[src/rtl/lsu_bridge.sv]
// Load/store bridge between the MEM stage and a word-wide handshaked data bus.
// Narrows/replicates store data into byte lanes and extends load lanes back to 32 bits.
module lsu_bridge #(
    parameter int TIMEOUT_CYCLES = 255
) (
    input  logic        clk,
    input  logic        reset,
    input  logic        req_valid,
    input  logic        req_we,
    input  logic [1:0]  req_size,
    input  logic        req_sign,
    input  logic [31:0] req_addr,
    input  logic [31:0] req_wdata,
    output logic        stall,
    output logic        resp_valid,
    output logic [31:0] resp_rdata,
    output logic        bus_err,
    output logic        exc_adel,
    output logic        exc_ades,
    output logic        bus_req,
    output logic        bus_we,
    output logic [31:0] bus_addr,
    output logic [3:0]  bus_be,
    output logic [31:0] bus_wdata,
    input  logic        bus_ack,
    input  logic [31:0] bus_rdata
);

    localparam int CW = (TIMEOUT_CYCLES > 1) ? $clog2(TIMEOUT_CYCLES) : 1;

    typedef enum logic [1:0] {
        IDLE = 2'd0,
        BUSY = 2'd1,
        RESP = 2'd2
    } state_t;

    state_t        state_reg;
    logic [CW-1:0] count_reg;
    logic [1:0]    lane_reg;
    logic [1:0]    size_reg;
    logic          sign_reg;

    logic          bad_align;
    logic          in_idle;
    logic          accept;
    logic [3:0]    be_next;
    logic [31:0]   wdata_next;
    logic [7:0]    rbyte [4];
    logic [15:0]   rhalf;
    logic [31:0]   load_data;

    always_comb begin
        bad_align = 1'b0;
        case (req_size)
            2'b01:   bad_align = req_addr[0];
            2'b10:   bad_align = |req_addr[1:0];
            2'b11:   bad_align = 1'b1;
            default: bad_align = 1'b0;
        endcase
    end

    assign in_idle  = (state_reg == IDLE);
    assign accept   = in_idle & req_valid & ~bad_align;
    assign exc_adel = in_idle & req_valid & bad_align & ~req_we;
    assign exc_ades = in_idle & req_valid & bad_align & req_we;
    assign stall    = accept | (state_reg == BUSY);

    // Per-lane store packing and load byte selection (little-endian lanes).
    for (genvar gi = 0; gi < 4; gi++) begin : g_lane
        assign be_next[gi] = (req_size == 2'b00) ? (req_addr[1:0] == 2'(gi)) :
                             (req_size == 2'b01) ? (req_addr[1] == (gi >= 2)) :
                                                   1'b1;
        assign wdata_next[8*gi +: 8] = (req_size == 2'b00) ? req_wdata[7:0] :
                                       (req_size == 2'b01) ? req_wdata[8*(gi%2) +: 8] :
                                                             req_wdata[8*gi +: 8];
        assign rbyte[gi] = bus_rdata[8*gi +: 8];
    end

    // Extension uses the size/sign/lane captured when the access was accepted.
    always_comb begin
        rhalf     = lane_reg[1] ? bus_rdata[31:16] : bus_rdata[15:0];
        load_data = bus_rdata;
        case (size_reg)
            2'b00:   load_data = {{24{sign_reg & rbyte[lane_reg][7]}}, rbyte[lane_reg]};
            2'b01:   load_data = {{16{sign_reg & rhalf[15]}}, rhalf};
            default: load_data = bus_rdata;
        endcase
    end

    always_ff @(posedge clk) begin
        if (reset) begin
            state_reg  <= IDLE;
            count_reg  <= '0;
            lane_reg   <= 2'b00;
            size_reg   <= 2'b00;
            sign_reg   <= 1'b0;
            bus_req    <= 1'b0;
            bus_we     <= 1'b0;
            bus_addr   <= '0;
            bus_be     <= 4'b0000;
            bus_wdata  <= '0;
            resp_valid <= 1'b0;
            resp_rdata <= '0;
            bus_err    <= 1'b0;
        end else begin
            case (state_reg)
                IDLE: begin
                    if (accept) begin
                        bus_req   <= 1'b1;
                        bus_we    <= req_we;
                        bus_addr  <= {req_addr[31:2], 2'b00};
                        bus_be    <= req_we ? be_next : 4'b0000;
                        bus_wdata <= req_we ? wdata_next : 32'd0;
                        lane_reg  <= req_addr[1:0];
                        size_reg  <= req_size;
                        sign_reg  <= req_sign;
                        count_reg <= '0;
                        state_reg <= BUSY;
                    end
                end
                BUSY: begin
                    if (bus_ack) begin
                        bus_req    <= 1'b0;
                        resp_valid <= 1'b1;
                        resp_rdata <= bus_we ? 32'd0 : load_data;
                        state_reg  <= RESP;
                    end else if (count_reg == CW'(TIMEOUT_CYCLES - 1)) begin
                        bus_req    <= 1'b0;
                        resp_valid <= 1'b1;
                        bus_err    <= 1'b1;
                        resp_rdata <= '0;
                        state_reg  <= RESP;
                    end else begin
                        count_reg <= count_reg + CW'(1);
                    end
                end
                RESP: begin
                    resp_valid <= 1'b0;
                    bus_err    <= 1'b0;
                    resp_rdata <= '0;
                    state_reg  <= IDLE;
                end
                default: state_reg <= IDLE;
            endcase
        end
    end

endmodule

[config.mk]
export PLATFORM = sky130hd
export DESIGN_NAME = lsu_bridge
export DESIGN_NICKNAME = d
export VERILOG_FILES = /design/src/rtl/lsu_bridge.sv
export SDC_FILE = /design/constraint.sdc
export NUM_CORES = 1
export LEC_CHECK = 0
export ABC_AREA = 1
export CAP_MARGIN = 20
export CORE_MARGIN = 2
export CORE_UTILIZATION = 44
export CTS_BUF_LIST = sky130_fd_sc_hd__clkbuf_16
export DETAILED_ROUTE_END_ITERATION = 8
export PLACE_DENSITY = 0.87
export SLEW_MARGIN = 20
export SYNTH_ARGS = -nofsm -noshare
export SYNTH_HDL_FRONTEND = slang
export SYNTH_SLANG_ARGS = --single-unit
[constraint.sdc]
create_clock -name clk -period 2.1 [get_ports clk]
set_clock_uncertainty 0.2 [all_clocks]
set_input_delay 0.42 -clock clk [delete_from_list [all_inputs] [get_ports clk]]
set_output_delay 0.42 -clock clk [all_outputs]
set_load 0.01 [all_outputs]
# == Yosys cells after proc, flatten, opt, wreduce, memory -nomap -nowiden ==
# Index checks and enable logic that the tools add are counted.
# word_totals
regBits,117
output_inout_bits,107
wordCells,95
# op_classes
n_addsub,1
n_lt_le_gt_ge,1
eq_ne,15
muxes,40
bitwise,12
n_reduce_logical,13
# ops
op,count
$mux W32,4
$pmux W32 S2,2
$mux W8,10
$bmux W8 S2,1
$mux W16,1
$pmux W8 S2,1
$mux W1,12
$eq A2 B2 Y1 const B,5
$add A8 B1 Y8 const B,1
$eq A2 B1 Y1 const B,4
$eq A8 B8 Y1 const B,1
$logic_not A2 Y1,4
$and A1 B1 Y1,7
$mux W2,3
$pmux W1 S2,3
$reduce_and A2 Y1,3
$reduce_and A3 Y1,2
$mux W4,1
$ne A2 B1 Y1 const B,2
$ne A2 B2 Y1 const B,2
$pmux W2 S2,1
$reduce_and A4 Y1,1
$reduce_bool A2 Y1,2
$ge A3 B3 Y1 const B,1
other kinds (6),8

# == Depth between registers and ports, before layout ==
# Gate-level depths: netlist of the first run.
# depth
ltp_word,9
mapped_depth,12
depth_no_buf,12

# == Least setup slack after synthesis of the first run ==
# Ideal clock, no wire load.
# synth_path
kind,reg-to-output
start,register state_reg[0]
end,output stall
arrival_time_ps,1244
required_time_ps,1480
path_slack_ps,236
path_stages_with_launch,8
path_buffers,1
path_cell_list,dfxtp_1 inv_1 ha_1 nand2_1 inv_1 nand3_4 clkbuf_1 nand2_1
# synth_via
elab_chain_len,4
word_cells_on_any_way,5
classes_between,1 x eq/ne; 3 x bitwise; 1 x reduce/logical
# synth_rtl
element,line,source
"start, declared",37,state_t state_reg;
"start signal, assigned",92,state_reg <= IDLE;
"start signal, assigned",118,state_reg <= BUSY;
"start signal, assigned",126,state_reg <= RESP;
$logic_not A2 Y1,62,assign in_idle = (state_reg == IDLE);
$and A1 B1 Y1 (2 in a row),63,assign accept = in_idle & req_valid & ~bad_align;
$or A1 B1 Y1 *,66,assign stall = accept | (state_reg == BUSY);
"end, declared",14,"output logic stall,"
# Every way passes the cells marked *; elsewhere a longest branch is shown, timed or not.

# == Final worst setup path of the first run ==
# layout_path
start,register state_reg[1]
end,output exc_ades
# layout_via
elab_chain_len,4
# layout_rtl
element,line,source
$logic_not A2 Y1,62,
$and A1 B1 Y1 (3 in a row),65,assign exc_ades = in_idle & req_valid & bad_align & req_we;
"end, declared",19,"output logic exc_ades,"
# Every way passes these cells.

==> flow_summary.json, run 1 <==
{
  "worstMarginPinSlew_ns": 0.6035,
  "gp_congestion": 0.8931,
  "max_cap_violations": 0,
  "fin_ws_ns": 0.07549,
  "crit_fanout": 2,
  "critPathKind": "reg -> out",
  "firstDrtPassIters": 5,
  "dpl.hpwl_um": 12140,
  "io_pins": 211,
  "avgSynthCellArea_um2": 7.051,
  "worstPathRequired_ns": 1.48,
  "core-area_um2": 12060,
  "yosysMostFrequentCell": "nand2_1",
  "p_int_mw": 5.465,
  "design_area_um2": 8461,
  "syn-cell-area_um2": 5458,
  "place_ws_ns": -0.4792,
  "fillers": 957,
  "portBuffers": 208,
  "htreeDepth": 4,
  "synthFlopType": "dfxtp_1",
  "synth_top_area_share_pct": 42.92,
  "synth_edf_count": 0,
  "layout_min_cycle_time_ns": 2.025,
  "grt_pass1_vias": 5598,
  "place_area_um2": 7829,
  "yosys.cell_types.count": 32,
  "routedWlPerCell_um": 14.70,
  "cts_tree": "yes",
  "top_regs": "bus_wdata x32, resp_rdata x32, bus_addr x30",
  "min-delay-path-class": "in -> reg",
  "switching_power_mw": 2.408,
  "drt_iter0_markers": 482,
  "p_seq_share_pct": 32.4,
  "start_util_pct": 45.25,
  "grt_overflow": 0,
  "drive_gt1_share_pct": 12.71,
  "cp-end-kind": "primary output",
  "async_flop_share_pct": 0,
  "nNetsFinal": 1105,
  "status": "completed",
  "ir_worst_vdd_uv": 500.8,
  "arrival_ns": 1.40,
  "fp.dieH_um": 115.4,
  "grt_pass1_wl_um": 27010,
  "ant_nets": 0,
  "route.detailed.drc": 0,
  "wl_um": 17270,
  "cts.sinks": 117,
  "fmax_ghz": 0.4939,
  "clk_path_buf_depth": 2,
  "drt-vias-per-instance": 5.085,
  "relSlewSlack_pct": 59.72,
  "grt_antenna_before_repair": 0,
  "root_buffer": "clkbuf_16",
  "netSwitchingFraction_pct": 30.59,
  "synth_top_area_cell": "dfxtp_1",
  "hold_violations": 0,
  "netlist_instances": 774,
  "leakagePower_nw": 3.265,
  "ys_seq_area_share_pct": 42.92,
  "cp-start-kind": "register",
  "ys_seq_elements": 117,
  "synth_area_leaders": "dfxtp_1 43%, nand2_1 22%, a21oi_1 9.1%, nand3_1 2.8%, o21ai_0 2.0%",
  "fin_crit_sh_pct": 96.41,
  "setup_viol": 0,
  "cts_buffers": 17,
  "ys_warn_count": 0,
  "power.share.combinational_pct": 30.2,
  "die_w_um": 115.4,
  "grt_use_total_pct": 25.83,
  "grt_max_degree": 44,
  "synth_commonest_cells": "326 x nand2_1, 117 x dfxtp_1, 99 x a21oi_1",
  "antenna_cells": 0,
  "pwr_density_cell_nw_per_um2": 930.6,
  "maxSlewViolCount": 0,
  "rows": 40,
  "route.vias.total": 5975,
  "clock_latency_ns": 0.42,
  "path_clk_slew_ns": 0.05,
  "area_growth_pct": 55.02,
  "die_area_um2": 13310,
  "clkPwrFrac_pct": 37.4
}
cells by family (layout without fill, tap and decap cells):
logic type	Yosys count	count (layout)	synth area share, %
and+or+nand+nor	418	418	32.76
AOI/OAI and AO/OA	151	151	15.41
DFF	117	117	42.92
buffers and inverters	76	308	6.671
adders and majority gates	6	6	1.375
xor gates and xnor gates	5	5	0.8023
other	1	2	0.06871
layout make-up:
| class | count | area, um^2 | area share, % |
|---|---|---|---|
| clock buffer | 17 | 425.4 | 5.028 |
| clock inverter | 14 | 172.7 | 2.041 |
| inverter | 31 | 121.4 | 1.434 |
| tap | 168 | 210.2 | 2.484 |
| sequential | 117 | 2344 | 27.70 |
| multi-input combinational | 582 | 2780 | 32.86 |
| timing repair buffer | 246 | 2407 | 28.45 |
worst max-delay path, cell delays in order (launching register included):
cell,delay (ns)
dfxtp_2,0.32
inv_2,0.07
ha_4,0.14
nand2_2,0.06
inv_2,0.09
nand2_2,0.08
nor2_2,0.10
buf_2,0.13
placed cells by master (no fill, tap or decap), types with 2 or more instances in the layout:
cell / n
a21oi_1: 99
a21oi_2: 10
a22oi_1: 8
buf_12: 4
buf_2: 3
buf_4: 33
buf_6: 2
bufinv_16: 4
clkbuf_16: 17
clkdlybuf4s50_1: 201
clkinv_4: 2
conb_1: 2
dfxtp_1: 116
dlygate4sd2_1: 2
ha_1: 5
inv_1: 29
inv_2: 5
inv_4: 2
nand2_1: 323
nand2_2: 7
nand2_4: 2
nand3_1: 31
nand3_2: 10
nand3_4: 2
nor2_1: 23
nor2_2: 4
o211ai_1: 8
o21ai_0: 22
o21ai_1: 2
o21ai_2: 2
or2_2: 13
xor2_1: 5
what timing repair did:
| action | CTS | global route |
|---|---|---|
| hold buffers | 0 | 0 |
| setup endpoints to repair | 3 | 9 |
| pin swaps | 4 | 2 |
| gates resized for setup | 20 | 8 |
| setup buffers | 2 | 0 |
layer usage:
layer | routed length (um) | GRT usage (%) | vias to the layer above | share of wire (%)
li1 | - | - | 2929 | -
met1 | 6852 | 30.07 | 2712 | 40
met2 | 8354 | 44.02 | 292 | 48
met3 | 1622 | 8.118 | 42 | 9.4
met4 | 444 | 10.60 | 0 | 2.6
met5 | 0 | 0 | - | 0
through the flow:
| step | total power, mW | std cells | TNS, ns | util, % | hold slack, ns |
|---|---|---|---|---|---|
| 2_1_floorplan | 3.833 | 775 | 0 | - | 0.2562 |
| 3_3_place_gp | 4.846 | 1142 | -14.08 | 64.91 | 0.2366 |
| 3_5_place_dp | 4.879 | 1142 | -19.63 | 64.91 | 0.2446 |
| 4_1_cts | 7.870 | 1175 | 0 | 69.95 | 0.04533 |
| 5_1_grt | 8.258 | 1175 | -0.02585 | 70.15 | 0.05785 |
| 6_report | 7.873 | 1175 | 0 | 70.15 | 0.05916 |
final timing paths:
check               startpoint        endpoint  slack, ns  depth (start not counted)
setup / recovery  state_reg[1]        exc_ades       0.08                          7
hold / removal           reset    state_reg[1]       0.06                          2
setup reg to reg  state_reg[1]  resp_rdata[30]       0.14                         11
hold reg to reg        bus_err         bus_err       0.25                          2
power groups by stage:
stage                     clock network (mW)  registers, mW  logic, mW
final                                   2.94           2.55       2.38
after floorplan                            0           2.67       1.17
after CTS                               2.98           2.55       2.34
after global placement                     0           2.58       2.26
after global routing                    3.09           2.58       2.59
after detailed placement                   0           2.59       2.29
(Power assumes the default switching activity.)
==> run 2: changes to the inputs <==
- ABC_CLOCK_PERIOD_IN_PS: default -> 2100
- CELL_PAD_IN_SITES_DETAIL_PLACEMENT: default -> 1
- CELL_PAD_IN_SITES_GLOBAL_PLACEMENT: default -> 2
- CORE_UTILIZATION: 44 -> 23
==> run 2 against run 1 <==
  * Critical path depth down 1
  * Core utilization down 33 points
  * Worst setup slack worse by 0.053 ns
  * Die area up 88%
  * Register-to-register slack about the same
  * Fmax down 2.5%
  * Non-clock buffer count up 4
  * Sequential cell count unchanged
  * Via count down 1.5%
  * Final cell count up 13%
  * Largest power group unchanged
==> flow_summary.json, run 2 (synthesis gave the netlist of run 1 again) <==
{
  "status": "completed",
  "worstMarginPinSlew_ns": 0.5419,
  "start_util_pct": 23.32,
  "wl_met1_um": 9570,
  "top_regs": "bus_wdata x32, resp_rdata x32, bus_addr x30",
  "top_layer": "met4",
  "routedWlPerCell_um": 15.93,
  "root_buffer": "clkbuf_16",
  "leakagePower_nw": 3.244,
  "grt_overflow": 0,
  "r2r_slack_ns": 0.15,
  "setup_viol": 0,
  "maxSlewViolCount": 0,
  "cts_tree": "yes",
  "drive_gt1_share_pct": 14.03,
  "fp.dieH_um": 158.0,
  "cp_slowest_stage_delay_ns": 0.45,
  "grt_pass1_vias": 5965,
  "crit_chain": "clkdlybuf4s50_1 -> o21ai_2 -> nand2_1 -> nand2_2 -> nor2_1 -> buf_2",
  "drt-vias-per-instance": 4.423,
  "ant_nets": 0,
  "drt_iter0_markers": 255,
  "wl_um": 21200,
  "clk_path_buf_depth": 2,
  "rr_endpoint": "resp_rdata[17]",
  "wl_met2_um": 9737,
  "portBuffers": 208,
  "r2r-start": "state_reg[1]",
  "core-area_um2": 23400,
  "hold_violations": 0,
  "utilization_pct": 37.20,
  "htreeDepth": 4,
  "die_area_um2": 24980,
  "firstDrtPassIters": 4,
  "dpl.hpwl_um": 15450,
  "cp-start-kind": "primary input",
  "grt_antenna_before_repair": 0,
  "reg2reg_depth": 11,
  "area_growth_pct": 59.51,
  "io_pins": 211,
  "ctsHoldBuffers": 0,
  "layout_min_cycle_time_ns": 2.077,
  "place_inst": 1296,
  "ir_worst_vdd_uv": 320.9,
  "route.vias.total": 5887,
  "route.detailed.drc": 0,
  "rows": 56,
  "min_to": "bus_wdata[7]",
  "grt_max_degree": 67,
  "arrival_ns": 1.46,
  "nNetsFinal": 1109,
  "grt_use_total_pct": 16.47,
  "cts_buffers": 17,
  "pwr_density_cell_nw_per_um2": 907.0,
  "crit_fanout": 2,
  "fin_crit_sh_pct": 98.91,
  "die_w_um": 158.0,
  "fmax_ghz": 0.4814,
  "final.setup.tns_ns": 0,
  "gp_congestion": 0.7624,
  "worstPathRequired_ns": 1.48,
  "antenna_cells": 0,
  "hp-start": "reset",
  "relSlewSlack_pct": 63.83,
  "critPathKind": "in -> out",
  "max_cap_violations": 0,
  "clock_latency_ns": 0.42,
  "layout.cells.non_filler": 1331,
  "final_common_cell": "nand2_1",
  "layout_common_cells": "321 x nand2_1, 202 x clkdlybuf4s50_1, 116 x dfxtp_1",
  "path_clk_slew_ns": 0.06,
  "rsz0062_at_grt": "true",
  "cp-end-kind": "primary output",
  "min-delay-path-class": "in -> reg",
  "worstHoldPathCells": 2,
  "cts.sinks": 117,
  "grt_pass1_wl_um": 31500,
  "critPathSlowestCell": "clkdlybuf4s50_1",
  "route.met3.wl_um": 1526
}
-- run 2: worst max path at each step --
stage	start	endpoint	slack [ns]	depth (start not counted)
6_report	req_addr[1]	exc_adel	0.02	6
5_1_grt	state_reg[1]	exc_ades	-0.02	7
4_1_cts	state_reg[0]	bus_addr[18]	0.001	10
3_5_place_dp	req_size[1]	exc_ades	-0.48	6
3_3_place_gp	req_size[1]	stall	-0.43	5
2_1_floorplan	state_reg[0]	stall	0.24	7
-- run 2: power by group --
group / internal [mW] / leakage (nW) / switching (mW)
registers: 2.43 / 0.949 / 0.121
logic: 1.19 / 2.04 / 1.42
clock network: 1.53 / 0.251 / 1.20
-- run 2: metrics by stage --
stage / worst slack [ns] / cell area, um^2 / hold slack, ns / power [mW]
2_1_floorplan: 0.2363 / 5461 / 0.2562 / 3.833
4_1_cts: 0.001166 / 8631 / 0.1679 / 7.871
5_1_grt: -0.01796 / 8706 / 0.1959 / 8.355
3_5_place_dp: -0.4792 / 8065 / 0.2448 / 5.024
6_report: 0.02286 / 8706 / 0.1860 / 7.896
3_3_place_gp: -0.4337 / 8065 / 0.2386 / 4.992
-- run 2: worst max-delay path: cells and delay by family --
kind | cells | cell delay (ns)
AOI/OAI and AO/OA | 1 | 0.22
buffers and inverters | 2 | 0.58
and+or+nand+nor | 3 | 0.24
-- run 2: final cells by class --
type | instances | area [um^2]
inverter | 31 | 123.9
timing repair buffer | 250 | 2487
fill | 2897 | 14700
clock buffer | 17 | 425.4
clock inverter | 15 | 122.6
multi-input combinational | 582 | 2804
tap | 319 | 399.1
sequential | 117 | 2344
-- run 2: timing repair --
item                                    4_1_cts  5_1_grt
endpoints found under the setup margin       17       35
gates cloned                                  0        1
pin swaps                                     3        4
resized for setup                            26       10
setup buffers                                 0        2
-- run 2: per-layer routing --
layer,GRT usage [%],up-vias
met5,0,-
met4,5.320,0
met3,5.530,26
met2,27.23,162
met1,20.13,2758
li1,-,2941
